<file path="config.mk">
export PLATFORM = sky130hd
export DESIGN_NAME = zlib_bs_sched
export DESIGN_NICKNAME = d
export VERILOG_FILES = /design/src/rtl/zlib_bs_sched.sv
export SDC_FILE = /design/constraint.sdc
export NUM_CORES = 1
export LEC_CHECK = 0
export CAP_MARGIN = 15
export CORE_MARGIN = 2
export CORE_UTILIZATION = 50
export CTS_CLUSTER_SIZE = 30
export DETAILED_ROUTE_END_ITERATION = 10
export GPL_ROUTABILITY_DRIVEN = 0
export GPL_TIMING_DRIVEN = 0
export MAX_ROUTING_LAYER = met4
export PLACE_DENSITY = 0.95
export SYNTH_ARGS = -nofsm -noshare
export SYNTH_HDL_FRONTEND = slang
export SYNTH_SLANG_ARGS = --single-unit
export TNS_END_PERCENT = 10
</file>
<file path="constraint.sdc">
create_clock -name clk -period 5.3 [get_ports clk]
set_input_delay 1.06 -clock clk [delete_from_list [all_inputs] [get_ports clk]]
set_output_delay 1.06 -clock clk [all_outputs]
set_load 0.02 [all_outputs]
</file>
<file path="src/rtl/zlib_bs_sched.sv">
// Frame sequencer for the zlib bitstream writer.
// Sequences start/header, forwards LZ77 tokens one stage late, waits for done.
module zlib_bs_sched #(
    parameter int HDR_CYC = 3,
    parameter int DONE_TO = 16,
    parameter int CNT_WD  = 16
) (
    input  logic              clk,
    input  logic              rst,
    input  logic              frm_start_i,
    input  logic              tok_val_i,
    output logic              tok_rdy_o,
    input  logic              tok_flg_lit_i,
    input  logic [7:0]        tok_lit_i,
    input  logic [6:0]        tok_len_i,
    input  logic [6:0]        tok_dis_i,
    input  logic              tok_lst_i,
    output logic              bs_start_o,
    output logic              bs_val_o,
    output logic              bs_flg_lit_o,
    output logic [7:0]        bs_lit_o,
    output logic [6:0]        bs_len_o,
    output logic [6:0]        bs_dis_o,
    output logic              bs_lst_o,
    input  logic              bs_done_i,
    output logic              busy_o,
    output logic              frm_done_o,
    output logic              err_o,
    output logic [CNT_WD-1:0] tok_cnt_o
);

    localparam int HW = (HDR_CYC > 1) ? $clog2(HDR_CYC) : 1;
    localparam int TW = $clog2(DONE_TO + 1);

    typedef enum logic [2:0] {
        S_IDLE,
        S_START,
        S_HDR,
        S_STRM,
        S_TAIL,
        S_DONE
    } state_t;

    state_t        state;
    logic [HW-1:0] hdr_cnt;
    logic [TW-1:0] tmr;
    logic          acc;

    assign tok_rdy_o = (state == S_STRM);
    assign acc       = tok_val_i & tok_rdy_o;

    always_ff @(posedge clk or posedge rst) begin
        if (rst) begin
            state        <= S_IDLE;
            hdr_cnt      <= '0;
            tmr          <= '0;
            bs_start_o   <= 1'b0;
            bs_val_o     <= 1'b0;
            bs_flg_lit_o <= 1'b0;
            bs_lit_o     <= '0;
            bs_len_o     <= '0;
            bs_dis_o     <= '0;
            bs_lst_o     <= 1'b0;
            busy_o       <= 1'b0;
            frm_done_o   <= 1'b0;
            err_o        <= 1'b0;
            tok_cnt_o    <= '0;
        end else begin
            bs_start_o <= 1'b0;
            frm_done_o <= 1'b0;
            bs_val_o   <= acc;
            bs_lst_o   <= acc & tok_lst_i;
            if (acc) begin
                bs_flg_lit_o <= tok_flg_lit_i;
                bs_lit_o     <= tok_lit_i;
                bs_len_o     <= tok_len_i;
                bs_dis_o     <= tok_dis_i;
            end
            // saturate rather than wrap on very long frames
            if (acc && (tok_cnt_o != '1))
                tok_cnt_o <= tok_cnt_o + 1'b1;

            unique case (state)
                S_IDLE: begin
                    if (frm_start_i) begin
                        state      <= S_START;
                        bs_start_o <= 1'b1;
                        busy_o     <= 1'b1;
                        err_o      <= 1'b0;
                        tok_cnt_o  <= '0;
                    end
                end
                S_START: begin
                    state   <= S_HDR;
                    hdr_cnt <= '0;
                end
                S_HDR: begin
                    if (hdr_cnt == HW'(HDR_CYC - 1))
                        state <= S_STRM;
                    else
                        hdr_cnt <= hdr_cnt + 1'b1;
                end
                S_STRM: begin
                    if (acc && tok_lst_i) begin
                        state <= S_TAIL;
                        tmr   <= '0;
                    end
                end
                S_TAIL: begin
                    // done beats a coincident timeout
                    if (bs_done_i) begin
                        state      <= S_DONE;
                        frm_done_o <= 1'b1;
                    end else if (tmr == TW'(DONE_TO)) begin
                        state      <= S_DONE;
                        frm_done_o <= 1'b1;
                        err_o      <= 1'b1;
                    end else begin
                        tmr <= tmr + 1'b1;
                    end
                end
                S_DONE: begin
                    state  <= S_IDLE;
                    busy_o <= 1'b0;
                end
                default: begin
                    state  <= S_IDLE;
                    busy_o <= 1'b0;
                end
            endcase
        end
    end

endmodule

</file>
==> metrics.csv <==
stage,metric,value,unit
floorplan,top-level port count,75,
clock_network,worst-skew pair later-pin latency,310,ps
pwr,Worst VDD drop,0.293,mV
timing,count of final setup violators,0,
logic_synthesis,warnings from Yosys,0,
critical_path,endpoint class of the critical path,primary output,
timing,final clock skew,8.52,ps
floorplan,full die area,0.00562,mm2
floorplan,die height,75.0,um
global_routing,initial antenna violation count,0,
critical_path,maximum fanout count along the critical path,7,
clock_network,CTS buffer count,5,
timing,Max Transition Viols Final,0,
layout,Antenna diodes,0,
logic_synthesis,number of nets in the synthesized netlist,304,
layout,layout cells sized above 1,3.68,%
logic_synthesis,share of the synthesized area in compound gates (AO/OA/AOI/OAI),9.84,%
logic_synthesis,number of flops mapped to enable cells by yosys,0,
clock_network,TritonCTS Sinks,55,
layout,final net count,386,
drt,number of iterations in the first detailed-routing pass,4,
logic_synthesis,count of different cell masters after synthesis,36,
drt,total detailed-routing wirelength,5.62,mm
timing,Hold Fails Final Rpt,0,
global_routing,largest net degree at the start of global routing,35,
hold_path,path class of the lowest-slack min-delay path,reg2reg,
critical_path,"slowest stage cell, crit path",sky130_fd_sc_hd__clkdlybuf4s50_1,
global_routing,total congestion overflow after global routing,0,
critical_path,delay of the slowest critical-path stage,650,ps
placement,IO Port Bufs,74,
floorplan,total number of placement rows,25,
logic_synthesis,most used flip-flop cell after synthesis,sky130_fd_sc_hd__dfrtp_1,
logic_synthesis,Synth Area in Simple Gates,27.5,%
logic_synthesis,sequential area share after synthesis,54.7,%
timing,Relative slew margins,52.1,%
drt,via count of the routed design,2263,
clock_network,number of post-CTS setup repair buffers,0,
floorplan,total core area,0.00479,mm2
timing,final critical delay including setup and external delays,2970,ps
pwr,Static Leakage,1.50,nW
global_routing,GRT Total Usage,21.4,%
logic_synthesis,largest family of logic cells by synthesized area,simple AND/OR/NAND/NOR gates,
logic_synthesis,Mapped Avg Cell Area,9.29,um2
logic_synthesis,commonest cells in the netlist,"91 x sky130_fd_sc_hd__nand2_1, 55 x sky130_fd_sc_hd__dfrtp_1, 12 x sky130_fd_sc_hd__a21oi_1, 12 x sky130_fd_sc_hd__o21ai_0, 11 x sky130_fd_sc_hd__inv_1",
logic_synthesis,flip-flop and latch count after synthesis,55,
logic_synthesis,cell type with the largest total area after synthesis,sky130_fd_sc_hd__dfrtp_1,
critical_path,cell chain of the critical path,inv_1 -> nor3b_1 -> clkdlybuf4s50_1,
run_status,status,completed,
layout,area taken by flip-flops and latches,0.00138,mm2
floorplan,starting utilization of the core area,52.6,%
logic_synthesis,xor-xnor portion of the synthesized cell area,0,%
clock_network,number of gates resized after CTS,0,
timing,period utilisation layout,56.0,%
logic_synthesis,most frequently used cell type in the post-synthesis netlist,sky130_fd_sc_hd__nand2_1,
critical_path,category of the worst setup path launch point,register,
logic_synthesis,portion of netlist area occupied by mux cells,2.78,%
critical_path,data arrival at the endpoint of the critical path,1910,ps
run,Max-cap violations,0,
drt,number of vias per cell,5.39,
layout,area added between synthesis and finish,36.8,%
critical_path,category of cells accounting for the largest share of critical-path delay,buffers and inverters,
timing,Total Negative Setup Slacks,0,ps
critical_path,startpoint-to-endpoint class of the critical path,reg2out,
logic_synthesis,Post-Syn Instances,271,
placement,Detailed Place HPWL,4.20,mm
layout,multi-input combinational cell area,0.00106,mm2
clock_network,CTS Root Cell,sky130_fd_sc_hd__clkbuf_8,
pwr,total power per unit cell area,441,mW/mm2
drt,Residual DRC,0,
logic_synthesis,leading post-synthesis cells by cell area,"sky130_fd_sc_hd__dfrtp_1 55%, sky130_fd_sc_hd__nand2_1 14%, sky130_fd_sc_hd__mux2i_1 2.8%, sky130_fd_sc_hd__a21oi_1 2.4%, sky130_fd_sc_hd__o21ai_0 2.4%",
clock_network,clock tree buffer depth,2,
logic_synthesis,Post-Synth Adder-Cell Area,1.99,%
clock_network,"Hold-fix buffers, CTS",0,
layout,Filler Cell Count,374,
drt,initial drt markers,137,
logic_synthesis,Netlist Area Pre-Place,0.00252,mm2
logic_synthesis,share of async-settable or async-resettable flops after synthesis,100,%
logic_synthesis,post-synth top area share,54.7,%
timing,highest achievable clock rate,0.337,GHz
global_routing,global-route wire length before repair,9.06,mm
global_routing,via count of the first global-routing pass,2038,
clock_network,CTS tree,done,
critical_path,CP required,4240,ps
drt,average detailed-routed wire length per instance,13.4,um
clock_network,clock transition at the register clock pins on the worst setup and hold paths after CTS,90,ps
timing,transition at the pin with the smallest max-transition slack,713,ps
critical_path,number of buffers and inverters on the critical path,2,
timing,Hold WS,482,ps
clock_network,CTS H-Tree Depth,2,
timing,setup repair after global routing missed its margin,no,
floorplan,die boundary width,75.0,um
drt,post-detailed-route count of antenna-violating nets,0,
## routing by layer
layer | global-route usage, % | up-vias | wire length [um]
met5 | - | - | 0
met4 | 4.76 | 0 | 32
met3 | 4.55 | 4 | 267
met2 | 35.3 | 75 | 2810
met1 | 27.4 | 1078 | 2510
li1 | - | 1106 | -
## power by group
group | switching [mW] | internal [mW]
logic | 0.347 | 0.294
registers | 0.104 | 0.549
clock network | 0.136 | 0.0908
## cells by family after synthesis
kind of cell    Yosys count
simple gates            145
buf+inv                  21
fa+ha+maj                 4
compound gates           39
flops                    55
mux                       7
## flip-flops by register name, indices dropped and copies added (netlist names), 2 cells and up
| signal | flops |
|---|---|
| hdr_cnt | 2 |
| bs_lit_o | 8 |
| state | 3 |
| tmr | 5 |
| bs_dis_o | 7 |
| bs_len_o | 7 |
| tok_cnt_o | 16 |
## placed cells by master, fill, tap and decap left out, types with 3 or more instances in the layout
| cell | count |
|---|---|
| sky130_fd_sc_hd__ha_1 | 4 |
| sky130_fd_sc_hd__nand4_1 | 5 |
| sky130_fd_sc_hd__nor2_1 | 8 |
| sky130_fd_sc_hd__nand2_1 | 91 |
| sky130_fd_sc_hd__or4_1 | 3 |
| sky130_fd_sc_hd__nand3_1 | 8 |
| sky130_fd_sc_hd__clkdlybuf4s50_1 | 74 |
| sky130_fd_sc_hd__dfrtp_1 | 55 |
| sky130_fd_sc_hd__or3_1 | 5 |
| sky130_fd_sc_hd__clkbuf_8 | 5 |
| sky130_fd_sc_hd__mux2i_1 | 7 |
| sky130_fd_sc_hd__o21ai_0 | 12 |
| sky130_fd_sc_hd__nor4_1 | 4 |
| sky130_fd_sc_hd__a21oi_1 | 12 |
| sky130_fd_sc_hd__nor3_1 | 7 |
| sky130_fd_sc_hd__inv_1 | 10 |
| sky130_fd_sc_hd__o41ai_1 | 4 |
| sky130_fd_sc_hd__o31ai_1 | 3 |
| sky130_fd_sc_hd__clkbuf_1 | 5 |
## final timing paths
kind / startpoint / to / slack (ps) / cells past startpoint
min in group asynchronous: rst / bs_dis_o[1]$_DFFE_PP0N_ / 1080 / 2
worst min register to register: bs_len_o[3]$_DFFE_PP0N_ / bs_len_o[3]$_DFFE_PP0N_ / 480 / 2
worst max register to register: state[1]$_DFFE_PP0P_ / tmr[2]$_DFFE_PP0P_ / 3270 / 4
max in group asynchronous: rst / tok_cnt_o[12]$_DFF_PP0_ / 3670 / 3
worst min-delay path: bs_len_o[3]$_DFFE_PP0N_ / bs_len_o[3]$_DFFE_PP0N_ / 480 / 2
worst max-delay path: state[1]$_DFFE_PP0P_ / tok_rdy_o / 2330 / 3
## area by class of cell
class | count | area share (%)
buffer | 8 | 0.908
clock buffer | 5 | 2.00
clock inverter | 2 | 0.400
inverter | 13 | 1.42
multi-input combinational | 195 | 30.8
sequential | 55 | 40.0
tap | 67 | 2.43
timing repair buffer | 75 | 22.1
## per-stage QoR
stage	power (mW)	cells	utilization, %	worst slack (ps)	cell area (um2)
finish	1.52	420	72.0	2330	3440
global placement	1.28	412	69.8	1920	3340
global route	1.62	420	72.0	2220	3440
CTS	1.53	420	72.0	2300	3440
detailed placement	1.31	413	70.2	2260	3360
floorplan	1.00	271	-	2900	2520
## tightest hold or removal path, stage by stage, from the launching register on
cell,delay (ps)
sky130_fd_sc_hd__dfrtp_1,350
sky130_fd_sc_hd__nand2_1,50
sky130_fd_sc_hd__nand2_1,60
Power figures use the tool's default switching activity.
